File: config.mk
export PLATFORM = sky130hd
export DESIGN_NAME = hdmi_pattern_gen
export DESIGN_NICKNAME = d
export VERILOG_FILES = /design/src/rtl/hdmi_pattern_gen.sv
export SDC_FILE = /design/constraint.sdc
export NUM_CORES = 1
export LEC_CHECK = 0
export CAP_MARGIN = 20
export CORE_MARGIN = 2
export CORE_UTILIZATION = 45
export CTS_BUF_LIST = sky130_fd_sc_hd__clkbuf_8 sky130_fd_sc_hd__clkbuf_16
export DETAILED_ROUTE_END_ITERATION = 10
export GPL_ROUTABILITY_DRIVEN = 0
export PLACE_DENSITY = 0.69
export SYNTH_ARGS = -nofsm -noshare
export SYNTH_HDL_FRONTEND = slang
export SYNTH_SLANG_ARGS = --single-unit
File: constraint.sdc
create_clock -name pixclk -period 6 [get_ports pixclk]
set_input_delay 0.6 -clock pixclk [delete_from_list [all_inputs] [get_ports pixclk]]
set_output_delay 0.6 -clock pixclk [all_outputs]
set_load 0.01 [all_outputs]
File: src/rtl/hdmi_pattern_gen.sv
// hdmi_pattern_gen: self-timed video test-pattern source for the TMDS encoder.
// Generates raster timing from its own x/y counters, picks one of several
// patterns per frame and presents RGB, syncs, DE and position one pixclk later.
module hdmi_pattern_gen #(
  parameter int H_ACTIVE   = 640,
  parameter int H_FP       = 16,
  parameter int H_SYNC     = 96,
  parameter int H_BP       = 48,
  parameter int V_ACTIVE   = 480,
  parameter int V_FP       = 10,
  parameter int V_SYNC     = 2,
  parameter int V_BP       = 33,
  parameter int COLOR_W    = 8,
  parameter int CNT_W      = 12,
  parameter int CHECK_LOG2 = 5,
  parameter bit SYNC_POL   = 1'b0
) (
  input  logic                   pixclk,
  input  logic                   reset,
  input  logic [2:0]             mode,
  input  logic                   scroll_en,
  input  logic [3*COLOR_W-1:0]   solid_rgb,
  output logic [COLOR_W-1:0]     red,
  output logic [COLOR_W-1:0]     green,
  output logic [COLOR_W-1:0]     blue,
  output logic                   hsync,
  output logic                   vsync,
  output logic                   de,
  output logic [CNT_W-1:0]       cntX,
  output logic [CNT_W-1:0]       cntY,
  output logic                   frame_start,
  output logic [7:0]             frame_cnt
);

  localparam int H_TOTAL = H_ACTIVE + H_FP + H_SYNC + H_BP;
  localparam int V_TOTAL = V_ACTIVE + V_FP + V_SYNC + V_BP;
  // Only the low bits of the scrolled x are ever looked at, so the adder is
  // sized to cover the checker bit and the grey-ramp bits and nothing more.
  localparam int XS_W = (CHECK_LOG2 + 1 > COLOR_W) ? CHECK_LOG2 + 1 : COLOR_W;

  localparam logic [CNT_W-1:0] H_LAST   = CNT_W'(H_TOTAL - 1);
  localparam logic [CNT_W-1:0] V_LAST   = CNT_W'(V_TOTAL - 1);
  localparam logic [CNT_W-1:0] H_ACT_L  = CNT_W'(H_ACTIVE);
  localparam logic [CNT_W-1:0] V_ACT_L  = CNT_W'(V_ACTIVE);
  localparam logic [CNT_W-1:0] H_HALF   = CNT_W'(H_ACTIVE / 2);
  localparam logic [CNT_W-1:0] V_HALF   = CNT_W'(V_ACTIVE / 2);
  localparam logic [CNT_W-1:0] HS_BEG   = CNT_W'(H_ACTIVE + H_FP);
  localparam logic [CNT_W-1:0] HS_END   = CNT_W'(H_ACTIVE + H_FP + H_SYNC);
  localparam logic [CNT_W-1:0] VS_BEG   = CNT_W'(V_ACTIVE + V_FP);
  localparam logic [CNT_W-1:0] VS_END   = CNT_W'(V_ACTIVE + V_FP + V_SYNC);
  localparam logic [CNT_W-1:0] BAR_LAST = CNT_W'(H_ACTIVE / 8 - 1);
  localparam logic [COLOR_W-1:0] FULL   = {COLOR_W{1'b1}};

  // ---------------------------------------------------------------------
  // Raster counters, bar sub-counter, frame counter and per-frame settings
  // ---------------------------------------------------------------------
  logic [CNT_W-1:0]     x_q, x_d;
  logic [CNT_W-1:0]     y_q, y_d;
  logic [CNT_W-1:0]     bar_px_q, bar_px_d;
  logic [2:0]           bar_idx_q, bar_idx_d;
  logic [7:0]           frame_cnt_q, frame_cnt_d;
  logic [2:0]           mode_q, mode_d;
  logic                 scroll_q, scroll_d;
  logic [3*COLOR_W-1:0] solid_q, solid_d;

  logic x_wrap;
  logic y_wrap;
  logic at_origin;

  // Next raster position; the frame settings follow the live inputs only on
  // the (0,0) cycle, so the *_d values are also what governs the current pixel
  always_comb begin
    x_wrap    = (x_q == H_LAST);
    y_wrap    = (y_q == V_LAST);
    at_origin = (x_q == '0) && (y_q == '0);

    x_d = x_wrap ? '0 : x_q + 1'b1;

    y_d = y_q;
    if (x_wrap) begin
      y_d = y_wrap ? '0 : y_q + 1'b1;
    end

    frame_cnt_d = frame_cnt_q;
    if (x_wrap && y_wrap) begin
      frame_cnt_d = frame_cnt_q + 8'd1;
    end

    // Bar index tracks x / (H_ACTIVE/8) without a divider
    bar_px_d  = bar_px_q + 1'b1;
    bar_idx_d = bar_idx_q;
    if (x_wrap) begin
      bar_px_d  = '0;
      bar_idx_d = '0;
    end else if (bar_px_q == BAR_LAST) begin
      bar_px_d  = '0;
      bar_idx_d = bar_idx_q + 3'd1;
    end

    mode_d   = at_origin ? mode      : mode_q;
    scroll_d = at_origin ? scroll_en : scroll_q;
    solid_d  = at_origin ? solid_rgb : solid_q;
  end

  // Counter and frame-setting registers
  always_ff @(posedge pixclk) begin
    if (reset) begin
      x_q         <= '0;
      y_q         <= '0;
      bar_px_q    <= '0;
      bar_idx_q   <= '0;
      frame_cnt_q <= '0;
      mode_q      <= '0;
      scroll_q    <= 1'b0;
      solid_q     <= '0;
    end else begin
      x_q         <= x_d;
      y_q         <= y_d;
      bar_px_q    <= bar_px_d;
      bar_idx_q   <= bar_idx_d;
      frame_cnt_q <= frame_cnt_d;
      mode_q      <= mode_d;
      scroll_q    <= scroll_d;
      solid_q     <= solid_d;
    end
  end

  // ---------------------------------------------------------------------
  // Pattern generation for the pixel at (x_q, y_q)
  // ---------------------------------------------------------------------
  logic               active_px;
  logic               left_px;
  logic               top_px;
  logic [7:0]         scroll_off;
  logic [XS_W-1:0]    xs;
  logic               chk_bit;
  logic [COLOR_W-1:0] pix_ch [3];

  // Region flags and the horizontally scrolled x used by checker and ramp
  always_comb begin
    active_px  = (x_q < H_ACT_L) && (y_q < V_ACT_L);
    left_px    = (x_q < H_HALF);
    top_px     = (y_q < V_HALF);
    scroll_off = scroll_d ? frame_cnt_q : 8'd0;
    xs         = XS_W'(x_q) + XS_W'(scroll_off);
    chk_bit    = xs[CHECK_LOG2] ^ y_q[CHECK_LOG2];
  end

  // One colour channel per iteration: 0 = red, 1 = green, 2 = blue
  genvar gi;
  generate
    for (gi = 0; gi < 3; gi++) begin : g_chan
      // Bar channel is full when this idx bit is clear (R:1, G:2, B:0)
      localparam int BAR_BIT   = (gi == 0) ? 1 : ((gi == 1) ? 2 : 0);
      localparam int SOLID_LSB = (2 - gi) * COLOR_W;
      localparam bit IS_R      = (gi == 0);
      localparam bit IS_G      = (gi == 1);
      localparam bit IS_B      = (gi == 2);

      logic               quad_on;
      logic [COLOR_W-1:0] pix;

      // Channel value for the selected pattern, blanked outside the active area
      always_comb begin
        // Bottom-right quadrant is white; the other three light one channel
        quad_on = (!left_px && !top_px)
                | (IS_R &&  left_px &&  top_px)
                | (IS_G && !left_px &&  top_px)
                | (IS_B &&  left_px && !top_px);
        pix = '0;
        if (active_px) begin
          case (mode_d)
            3'd0:    pix = quad_on ? FULL : '0;
            3'd1:    pix = bar_idx_q[BAR_BIT] ? '0 : FULL;
            3'd2:    pix = chk_bit ? '0 : FULL;
            3'd3:    pix = xs[COLOR_W-1:0];
            3'd4:    pix = solid_d[SOLID_LSB +: COLOR_W];
            default: pix = '0;
          endcase
        end
      end

      assign pix_ch[gi] = pix;
    end
  endgenerate

  // ---------------------------------------------------------------------
  // Output pipeline register: everything for one pixel moves together
  // ---------------------------------------------------------------------
  logic [COLOR_W-1:0] red_q, red_d;
  logic [COLOR_W-1:0] green_q, green_d;
  logic [COLOR_W-1:0] blue_q, blue_d;
  logic               hsync_q, hsync_d;
  logic               vsync_q, vsync_d;
  logic               de_q, de_d;
  logic [CNT_W-1:0]   cnt_x_q, cnt_x_d;
  logic [CNT_W-1:0]   cnt_y_q, cnt_y_d;
  logic               frame_start_q, frame_start_d;
  logic [7:0]         frame_cnt_o_q, frame_cnt_o_d;

  // Output values for the current raster position
  always_comb begin
    red_d         = pix_ch[0];
    green_d       = pix_ch[1];
    blue_d        = pix_ch[2];
    de_d          = active_px;
    hsync_d       = ((x_q >= HS_BEG) && (x_q < HS_END)) ? SYNC_POL : ~SYNC_POL;
    vsync_d       = ((y_q >= VS_BEG) && (y_q < VS_END)) ? SYNC_POL : ~SYNC_POL;
    cnt_x_d       = x_q;
    cnt_y_d       = y_q;
    frame_start_d = at_origin;
    frame_cnt_o_d = frame_cnt_q;
  end

  // Output registers; reset drives the idle (blanked, sync inactive) state
  always_ff @(posedge pixclk) begin
    if (reset) begin
      red_q         <= '0;
      green_q       <= '0;
      blue_q        <= '0;
      hsync_q       <= ~SYNC_POL;
      vsync_q       <= ~SYNC_POL;
      de_q          <= 1'b0;
      cnt_x_q       <= '0;
      cnt_y_q       <= '0;
      frame_start_q <= 1'b0;
      frame_cnt_o_q <= '0;
    end else begin
      red_q         <= red_d;
      green_q       <= green_d;
      blue_q        <= blue_d;
      hsync_q       <= hsync_d;
      vsync_q       <= vsync_d;
      de_q          <= de_d;
      cnt_x_q       <= cnt_x_d;
      cnt_y_q       <= cnt_y_d;
      frame_start_q <= frame_start_d;
      frame_cnt_o_q <= frame_cnt_o_d;
    end
  end

  assign red         = red_q;
  assign green       = green_q;
  assign blue        = blue_q;
  assign hsync       = hsync_q;
  assign vsync       = vsync_q;
  assign de          = de_q;
  assign cntX        = cnt_x_q;
  assign cntY        = cnt_y_q;
  assign frame_start = frame_start_q;
  assign frame_cnt   = frame_cnt_o_q;

endmodule

==> results of run 1 <==
[power breakdown]
group | total [mW] | internal [mW] | switching [mW]
sequential | 0.968 | 0.947 | 0.0211
combinational | 0.253 | 0.125 | 0.128
clock | 1.12 | 0.750 | 0.370
[registers in the layout, summed over array words and instances, names as in the netlist, 8 cells and up]
| signal | cells |
|---|---|
| green | 8 |
| frame_cnt_o_d | 8 |
| cntY | 12 |
| bar_px_q | 12 |
| cntX | 12 |
| solid_q | 24 |
| frame_cnt | 8 |
| cnt_x_d | 12 |
| blue | 8 |
| cnt_y_d | 12 |
| red | 8 |
[metal layers]
layer	vias up	global-route usage [%]	wire (um)
met1	1970	26.9	5830
met2	87	31.3	5730
met3	11	6.14	452
met5	-	0	0
met4	0	6.99	191
li1	2088	-	-
[logic make-up after synthesis]
kind of cell	Yosys count
xor gates and xnor gates	43
and+or+nand+nor	241
adders and majority gates	17
buffers and inverters	29
AOI/OAI and AO/OA	59
muxes	35
DFF	135
[path summary, 6_finish.rpt]
kind / startpoint / to / cells past startpoint
setup / recovery: cnt_y_d[0] / red[4] / 15
hold / removal: bar_px_q[0] / bar_px_q[0] / 1
setup reg to reg: cnt_y_d[0] / red[4] / 15
hold reg to reg: bar_px_q[0] / bar_px_q[0] / 1
[cell usage after synthesis (all sizes together), types with 2 or more instances]
cell type and instances:
xor2 25, o21ai 7, a211oi 2, nor3 8
or2 7, xnor2 16, and3 15, clkbuf 14
xnor3 2, nand2 21, and2 7, a21o 6
nand2b 2, nand3 12, o21a 5, nor4b 4
buf 8, a31oi 5, nor2 101, nor2b 35
or3 6, mux2i 34, inv 7, o31a 15
dfxtp 135, nor4 7, a21oi 15, ha 16
nand4 12
[critical path: stages (launching register included)]
cell,delay (ns)
dfxtp_1,0.37
inv_1,0.12
ha_1,0.15
or4b_1,0.50
nor4_4,0.37
nand2_4,0.39
mux2i_1,0.57
nor2b_1,0.17
ha_1,0.31
a21o_1,0.18
a21o_1,0.21
a211oi_1,0.35
xnor3_1,0.28
a21oi_1,0.43
a21o_1,0.25
o31a_1,0.17
[stage by stage]
stage	total power, mW	area, um2	utilization [%]
2_1_floorplan	1.13	5450	-
3_3_place_gp	1.24	6430	54.0
3_5_place_dp	1.24	6430	54.0
4_1_cts	2.36	7070	59.4
5_1_grt	2.43	7070	59.4
6_report	2.34	7070	59.4
[layout make-up]
cell class	count	area [um2]	share of cell area, %
sequential	135	2700	38.2
tap	147	184	2.60
clock inverter	12	184	2.60
clock buffer	19	453	6.40
multi-input combinational	395	2630	37.2
inverter	7	26.3	0.372
timing repair buffer	90	893	12.6
==> results, run 1 <==
- In the layout the commonest cells are dfxtp_1, nor2_1, clkdlybuf4s50_1, nor2b_1, mux2i_1.
- Summing the areas of all compound-gate instances in the mapped netlist gives 7.39% of the synthesized area.
- The number of hold violations in the final report is 0.
- The initial detailed-routing violation count is 312.
- The post-synthesis adder-cell area fraction is 4.04%.
- In the post-synthesis netlist, the biggest area contributors are dfxtp_1, nor2_1, mux2i_1.
- The number of clock buffers added by TritonCTS is 17.
- The arrival time of the worst setup path is 5.24 ns.
- The maximum clock skew at final layout is 0.00834 ns.
- The maximum number of pins on one net before global-route repair is 76.
- The count of antenna-violating nets left after detailed routing is 0.
- Measured along the x axis, the die boundary spans 114 um.
- The count of standard-cell rows is 40.
- After synthesis, the largest area contributor takes up 49.6% of total cell area.
- At the pin with the least slew margin, the transition time is 0.820 ns.
- The die boundary height is 114 um.
- Summing the areas of all and, or, nand and nor instances in the mapped netlist gives 22.7% of the synthesized area.
- The area growth from synthesis to layout is 29.7%.
- The worst setup path is launched from a flip-flop.
- 0 antenna diodes ended up in the layout.
- The number of distinct library cells after synthesis is 47.
- Gates resized during post-CTS repair numbered 0.
- In this run, synthesis produced a sequential element count of 135.
- Of the synthesized area, sequential elements account for 49.6%.
- The flow ran to the end, and the final reports show no timing, DRC or antenna violations.
- The netlist area before placement is 5450 um2.
- The number of warnings issued by yosys is 0.
- For this design the top-level I/O count stands at 90.
- Before CTS, the worst setup slack after placement is 1.05 ns.
- The most frequent standard cell in the layout excluding fill and tap cells is dfxtp_1.
- The total core area is 11900 um2.
- No sink is reached through more buffers than the 2 on the longest clock path.
- The routed via count divided by cell count is 5.16.
- The initial standard-cell utilization of the core is 45.8%.
- The CTS tree is done.
- The number of flops mapped to enable cells by yosys is 0.
- The register-to-register setup slack is 1.12 ns.
- Max-cap violations in this run came to 0.
- The number of global-route vias before repair is 4149.
- The clock sink count is 135.
- The final HPWL from detailed placement is 8730 um.
- The category of the most critical setup path is flip-flop to flip-flop.
- The max-slew violation count is 0.
- The number of input and output port buffers inserted is 89.
- Summing over every cut layer, the via total after detailed routing is 4156.
- Of the total synthesized cell area, the portion taken by XOR and XNOR cells is 7.41%.
- The mean post-synth cell area is 9.75 um2.
- The final worst-path cycle share is 81.3%.
- The total global routing track utilization is 20.2%.
- The final layout net count is 693.
- For the finished layout, the period the worst path requires is 4.88 ns.
- Clock-pin slew was measured on the worst setup and hold paths at 0.06 ns.
- After synthesis, the largest family of logic cells by area is simple AND/OR/NAND/NOR gates.
- Setup repair after global routing left no endpoint under its margin.
- The setup TNS is 0 ns.
- The final worst setup slack is 1.12 ns.
- The wire length per cell after detailed routing is 15.2 um.
- After clock tree synthesis, the flow added hold-fix buffers numbering 0.
- Cells with a size suffix above 1 make up 5.78% of the layout.
- The final hold slack is 0.451 ns.
- Across the VDD grid, the largest voltage drop is 226 uV.
- The final instance count without filler cells is 805.
- The clock latency of the later-clocked register in the worst-skew pair is 0.42 ns.
- The first global-routing pass estimated 20600 um of wire.
- For this run the aggregate overflow at the end of global routing stands at 0.
- The number of filler instances in the final layout is 1025.
- Static timing analysis puts the maximum clock frequency at 205 MHz.
- The portion of synthesized area spent on multiplexers is 6.68%.
- The type of the tightest min-delay check is flip-flop to flip-flop.
- The total nets after synthesis is 606.
- For this block, the routed nets add up to 12200 um of wire.
- After technology mapping, the gate count stands at 559.
- The number of search-and-repair iterations in the first detailed-routing pass is 4.
- STA classifies the critical path endpoint as a flip-flop.
- The initial antenna violation count is 0.
- The primary flip-flop cell chosen by synthesis mapping is dfxtp_1.
- The power density normalized to cell area is 331 nW/um2.
- In this run the worst path has a maximum fanout of 33.
- After detailed routing, the number of remaining DRC violations is 0.
- The buffer cell driving the clock tree root is clkbuf_16.
- The leakage power is 2.91 nW.
- The fraction of registers with async set or reset after synthesis is 0%.
- The biggest area contributor in the post-synthesis netlist is dfxtp_1.
- The placed instance count is 774.
- The H-tree level count is 4.
- The total setup buffers inserted after CTS is 0.
- The die covers 13000 um2.
- STA puts the critical path data required time at 6.36 ns.
- Measured against its own limit, the worst slew margin works out to 44.9%.
- The number of failing setup endpoints in the final timing report is 0.
Power figures use the tool's default switching activity.
==> run 2: changes to the inputs <==
- PLACE_DENSITY: 0.69 -> 0.72
- clock period: 6 -> 4.18 ns (I/O delays scaled with it)
==> run 2 against run 1 <==
Flip-flop and latch count stayed put. Die area stayed put. Critical path depth stayed put. Global-route usage down 0.090 points. Sequential power rose by 44%. Sequential share of layout area rose by 0.12 points. Critical endpoint is now green[0].
==> results, run 2 (synthesis gave the netlist of run 1 again) <==
- The count of standard-cell rows was 40 (unchanged).
- The overall overflow remaining after global route is 0 (unchanged).
- The largest voltage drop on the vdd net is 262 uV (+16%).
- The net switching share of the total power is 23.1% (+0.88 points).
- The final hold slack is 0.289 ns (-0.162 ns).
- The count of antenna-violating nets left after detailed routing is 0 (unchanged).
- The number of filler instances in the final layout came to 1022 (-0.29%).
- The fraction of layout instances using a drive strength above 1 is 6.83% (+1.1 points).
- Setup repair after global routing left no endpoint under its margin.
- The routed wire length is 12400 um (+1.7%).
- The max-slew violation count came to 0 (unchanged).
- The total core area is 11900 um2 (unchanged).
- The global-route wire length before repair is 20500 um (-0.13%).
- The switching component of the power is 735 uW (+41%).
- The number of search-and-repair iterations in the first detailed-routing pass was 6 (+2).
- The top register by number of flip-flops is solid_q.
- The minimum clock period after layout is 3.97 ns (-0.905 ns).
- The H-tree level count came to 4 (unchanged).
- The critical path capture point type is a flip-flop.
- The wire length per cell after detailed routing is 15.4 um (+1.6%).
- The setup TNS is 0 ns (unchanged).
- The area added between synthesis and finish is 29.3%.
- The internal power came to 2.45 mW (+35%).
- The final layout net count is 696 (+0.43%).
- The floorplan die area was 13000 um2 (unchanged).
- The most frequent standard cell in the layout excluding fill and tap cells is dfxtp_1.
- The headroom to the max-slew limit is 34.2% (-11 points).
- The type of the tightest min-delay check is input pin to flip-flop.
- The initial detailed-routing violation count is 310 (-0.64%).
- The maximum buffer depth of the clock tree is 2 (unchanged).
- The count of vias placed by the detailed router is 4189 (+0.79%).
- The critical path is of the flip-flop to flip-flop type.
- The power density normalized to cell area is 452 nW/um2 (+37%).
- The maximum clock skew at final layout is 0.00788 ns (-0.000455 ns).
- The number of input and output port buffers inserted came to 89 (unchanged).
- The CTS tree is done.
- The number of global-route vias before repair is 4111 (-0.92%).
- The power share of the combinational group is 11.8% (+1.0 points).
- The routed via count divided by cell count is 5.20 (+0.67%).
- The final routed DRC violation total was 0 (unchanged).
- The number of hold violations in the final report is 0 (unchanged).
- The final HPWL from detailed placement is 8960 um (+2.6%).
- The leakage power came to 2.87 nW (-1.4%).
- The largest driver fanout on the critical path is 8 (-76%).
- The total CTS buffers is 17 (unchanged).
- The initial standard-cell utilization of the core is 45.8% (unchanged).
- The horizontal die dimension is 114 um (unchanged).
- The maximum operating frequency is 252 MHz (+23%).
- The clock latency of the later-clocked register in the worst-skew pair is 0.42 ns (about the same).
- The number of top-level design ports was 90 (unchanged).
- The post-cts hold buffer count is 0 (unchanged).
- The combined area of the multi-input logic cells came to 2650 um2 (+0.81%).
- The required time at the endpoint of the critical path was 4.54 ns (-1.82 ns).
- The number of failing setup endpoints in the final timing report is 0 (unchanged).
- The total global routing track utilization is 20.1% (-0.090 points).
- The sequential standard cell area was 2700 um2 (unchanged).
- The initial antenna violation count is 0 (unchanged).
- The sequential share of power was 43.6% (+2.3 points).
- The worst setup path is launched from a flip-flop.
- The tree is rooted in a clkbuf_16.
- The arrival time of the worst setup path is 4.33 ns (-0.91 ns).
- In the layout the commonest cells are dfxtp_1, nor2_1, clkdlybuf4s50_1, nor2b_1, mux2i_1.
- The clock sink count was 135 (unchanged).
- The number of flip-flops under the largest register name was 24 (unchanged).
- The die boundary height came to 114 um (unchanged).
- The clock slew seen by the registers of the worst setup and hold paths is 0.06 ns (about the same).
- The number of antenna cells inserted was 0 (unchanged).
- The run finished with clean final reports.
- The clock network fraction of design power was 44.6% (-3.2 points).
- The number of violations of the max-capacitance limit came to 0 (unchanged).
- The transition time of the tightest slew-check pin is 0.977 ns (+0.157 ns).
- The final worst-path cycle share was 95.0% (+14 points).
- The maximum number of pins on one net before global-route repair was 75 (-1.3%).
## run 2: stage by stage
step	cells	total power, mW	cell area (um2)	setup slack, ns	util, %
5_1_grt	806	3.31	7050	0.00948	59.2
3_5_place_dp	776	1.79	6470	0.0874	54.3
3_3_place_gp	776	1.78	6470	0.262	54.3
6_report	806	3.19	7050	0.210	59.2
4_1_cts	805	3.22	7040	0.0296	59.1
2_1_floorplan	559	1.63	5470	0.0164	-
## run 2: worst paths after layout
path / startpoint / to / slack (ns) / depth (start not counted)
worst min-delay path: reset / de / 0.29 / 2
worst min register to register: bar_px_q[0] / bar_px_q[0] / 0.45 / 1
worst max register to register: cnt_y_d[1] / green[0] / 0.21 / 15
worst max-delay path: cnt_y_d[1] / green[0] / 0.21 / 15
## run 2: area by class of cell
type / instances / share of cell area, %
inverter: 7 / 0.373
sequential: 135 / 38.3
timing repair buffer: 93 / 13.0
clock buffer: 20 / 6.62
multi-input combinational: 395 / 37.6
clock inverter: 9 / 1.47
tap: 147 / 2.61
## run 2: worst max-delay path, cell delays in order (launching register included)
cell and delay (ns):
dfxtp_1 0.37, inv_1 0.11, ha_1 0.16, or4b_1 0.51, nor4_4 0.29, nand2_4 0.10, mux2i_4 0.23, nor2b_1 0.24
ha_1 0.27, a21o_1 0.17, a21o_1 0.22, a211oi_2 0.28, xnor3_1 0.27, a21oi_2 0.27, a21o_1 0.24, o31a_1 0.17
## run 2: power groups by stage
stage	Clock (mW)	Combinational, mW	Sequential, mW
6_report	1.42	0.374	1.39
5_1_grt	1.51	0.406	1.39
4_1_cts	1.45	0.376	1.39
3_5_place_dp	0	0.374	1.42
3_3_place_gp	0	0.362	1.42
2_1_floorplan	0	0.203	1.43
## run 2: what timing repair did
| item | in CTS | in global routing |
|---|---|---|
| setup endpoints to repair | 0 | 24 |
| buffers inserted | 0 | 1 |
| resized for setup | 0 | 1 |
## run 2: routing by layer
metal / track usage (%) / routed length (um) / vias to the layer above
met5: 0 / 0 / -
met4: 7.56 / 173 / 0
met1: 26.2 / 5650 / 1990
met2: 32.5 / 6080 / 95
met3: 4.98 / 501 / 14
li1: - / - / 2090
==> run 3: changes to the inputs <==
- CORE_UTILIZATION: 45 -> 40
- DONT_BUFFER_PORTS: default -> 1
- PLACE_DENSITY: 0.72 -> default
==> run 3 against run 2 <==
Hold slack worse by 0.21 ns. Critical path depth unchanged. Global-route usage down 2.5 points. Core utilization down 12 points. Register-to-register slack better by 0.09 ns. Sequential power about the same. Largest cell class unchanged. Critical path type unchanged. Sequential share of layout area up 4.5 points. Highest routed layer unchanged. Via count down 6.5%.
==> results, run 3 (synthesis gave the netlist of run 1 again) <==
- The maximum number of pins on one net before global-route repair was 76 (+1.3%).
- The count of cell instances traversed by the critical path is 15 (unchanged).
- The arrival time of the worst setup path is 4.23 ns (-0.10 ns).
- The overall overflow remaining after global route was 0 (unchanged).
- The largest driver fanout on the critical path was 8 (unchanged).
- The area added between synthesis and finish is 15.9%.
- The final layout net count is 607 (-13%).
- The initial detailed-routing violation count is 234 (-25%).
- The power density normalized to cell area came to 527 nW/um2 (+17%).
- The register-to-register setup slack is 0.30 ns (+0.09 ns).
- The number of global-route vias before repair came to 3775 (-8.2%).
- The number of filler instances in the final layout is 1244 (+22%).
- In this run the critical register-to-register path is launched from cnt_y_d[0].
- The combined buffer and inverter count along the critical path is 1 (unchanged).
- The number of failing setup endpoints in the final timing report is 0 (unchanged).
- The routed via count divided by cell count came to 5.23 (+0.62%).
- The initial standard-cell utilization of the core is 41.0% (-4.8 points).
- The tree is rooted in a clkbuf_16.
- The minimum clock period after layout is 3.88 ns (-0.0944 ns).
- The library cell used most frequently in the layout, excluding fill and tap cells, is dfxtp_1.
- The global-route wire length before repair is 19700 um (-4.1%).
- The library cells used most frequently in the layout, excluding fill and tap cells, are dfxtp_1, nor2_1, nor2b_1, mux2i_1, xor2_1.
- The maximum clock skew at final layout is 0.00946 ns (+0.00157 ns).
- The horizontal die dimension is 121 um (+5.9%).
- The number of search-and-repair iterations in the first detailed-routing pass came to 4 (-2).
- The sequential standard cell area is 2700 um2 (unchanged).
- The biggest cell delay along the critical path is 0.50 ns (about the same).
- The number of input and output port buffers inserted is 0 (-100%).
- The H-tree level count is 4 (unchanged).
- The maximum operating frequency is 258 MHz (+2.4%).
- The post-layout utilization of the core came to 47.5% (-12 points).
- The number of stages on the worst hold path is 1 (-1).
- The number of cells traversed by the worst register-to-register path is 15 (unchanged).
- The wire length per cell after detailed routing is 16.6 um (+7.5%).
- The required time at the endpoint of the critical path is 4.54 ns (about the same).
- The number of violations of the max-capacitance limit is 0 (unchanged).
- The run finished with clean final reports.
- Traced cell by cell, the critical path runs through inv_1, ha_1, or4b_1, nor4_4, nand2_4, mux2i_4, nor2b_1, ha_1, a21o_1, a21o_1, a211oi_2, xnor3_1, a21oi_4, a21o_1, o31a_1.
- The final HPWL from detailed placement is 8730 um (-2.6%).
- The clock latency of the later-clocked register in the worst-skew pair is 0.42 ns (about the same).
- The endpoint of the worst hold-timing path is cntY[11].
- The routed wire length is 12400 um (-0.10%).
- The count of antenna-violating nets left after detailed routing is 0 (unchanged).
- The largest voltage drop on the vdd net is 284 uV (+8.5%).
- The combined area of the multi-input logic cells was 2660 um2 (+0.52%).
- The die boundary height is 121 um (+5.9%).
- By startpoint and endpoint, the worst setup path is classified as flip-flop to flip-flop.
- Counting flops per register, the top entry is solid_q.
- On the critical path, the stage with the largest delay is an instance of or4b_1.
- The total core area was 13300 um2 (+12%).
- The number of top-level design ports is 90 (unchanged).
- The setup TNS is 0 ns (unchanged).
- The number of hold violations in the final report is 0 (unchanged).
- The max-slew violation count is 0 (unchanged).
- The type of the tightest min-delay check is input pin to flip-flop.
- The count of standard-cell rows was 42 (+5.0%).
- The headroom to the max-slew limit came to 40.5% (+6.3 points).
- The count of vias placed by the detailed router is 3917 (-6.5%).
- The total global routing track utilization is 17.6% (-2.5 points).
- The floorplan die area is 14600 um2 (+12%).
- The total CTS buffers is 17 (unchanged).
- The final routed DRC violation total is 0 (unchanged).
- The cell that appears most often on the critical path is a21o_1.
- The number of antenna cells inserted is 0 (unchanged).
- The maximum buffer depth of the clock tree is 2 (unchanged).
- The startpoint kind of the worst setup timing path is a flip-flop.
- The initial antenna violation count is 0 (unchanged).
- The family with the most delay on the worst path is compound AO/OA/AOI/OAI gates.
- TritonCTS built the clock tree.
- The leakage power came to 2.60 nW (-9.3%).
- The number of flip-flops under the largest register name is 24 (unchanged).
- The transition time of the tightest slew-check pin was 0.885 ns (-0.0924 ns).
- Setup repair after global routing left no endpoint under its margin.
- The clock sink count was 135 (unchanged).
- The origin of the worst min-delay path is reset.
- The clock slew seen by the registers of the worst setup and hold paths was 0.06 ns (about the same).
- The critical path capture point type is a flip-flop.
- The end of the worst register-to-register path is green[3].
- The final worst-path cycle share was 92.7% (-2.3 points).
- The fraction of layout instances using a drive strength above 1 is 8.55% (+1.7 points).
[run 3: cell count changes in the layout (fill, tap and decap cells not counted), sizes merged]
cell           previous run  this run
clkinvlp                  4         2
bufinv                    2         5
clkbuf                   20        21
clkinv                    2         3
buf                       5         4
clkdlybuf4s50            88         0
[run 3: worst max-delay path by stage]
stage / start / end / slack [ns]
after global routing: cnt_y_d[0] / blue[6] / 0.09
after global placement: cnt_y_d[0] / red[2] / 0.26
after detailed placement: cnt_y_d[0] / red[1] / 0.13
after floorplan: cnt_y_d[0] / red[0] / 0.02
after CTS: cnt_y_d[0] / red[1] / 0.09
final: cnt_y_d[0] / green[3] / 0.30
[run 3: per-layer routing]
layer / part of all wire (%) / vias to the layer above / global-route usage, %
met3: 5.6 / 15 / 5.90
li1: - / 1917 / -
met5: 0 / - / 0
met4: 1.4 / 0 / 6.83
met1: 47 / 1885 / 23.3
met2: 46 / 100 / 26.6
[run 3: repair_timing]
action                                  4_1_cts  5_1_grt
endpoints found under the setup margin        0       24
resized for setup                             0        3
hold buffers                                  0        0
setup buffers                                 0        1
[run 3: final cells by class]
class	instances	share of cell area, %
Timing Repair Buffer	4	0.475
Sequential cell	135	42.8
Tap cell	176	3.49
Clock inverter	11	3.05
Multi-Input combinational cell	395	42.2
Clock buffer	21	7.61
Inverter	7	0.416
[run 3: per-stage QoR]
| stage | cells | worst slack, ns | hold slack, ns | power (mW) | cell area [um2] |
|---|---|---|---|---|---|
| floorplan | 559 | 0.0164 | 0.413 | 1.63 | 5470 |
| global route | 749 | 0.0854 | 0.0450 | 3.45 | 6320 |
| global placement | 716 | 0.261 | 0.424 | 1.67 | 5620 |
| CTS | 748 | 0.0945 | 0.0490 | 3.36 | 6290 |
| finish | 749 | 0.304 | 0.0756 | 3.33 | 6320 |
| detailed placement | 716 | 0.128 | 0.436 | 1.68 | 5620 |
[run 3: where the power goes]
part	leakage, nW	switching (mW)	internal [mW]
Sequential	1.10	0.0555	1.36
Combinational	1.17	0.141	0.0982
Clock	0.326	0.554	1.12
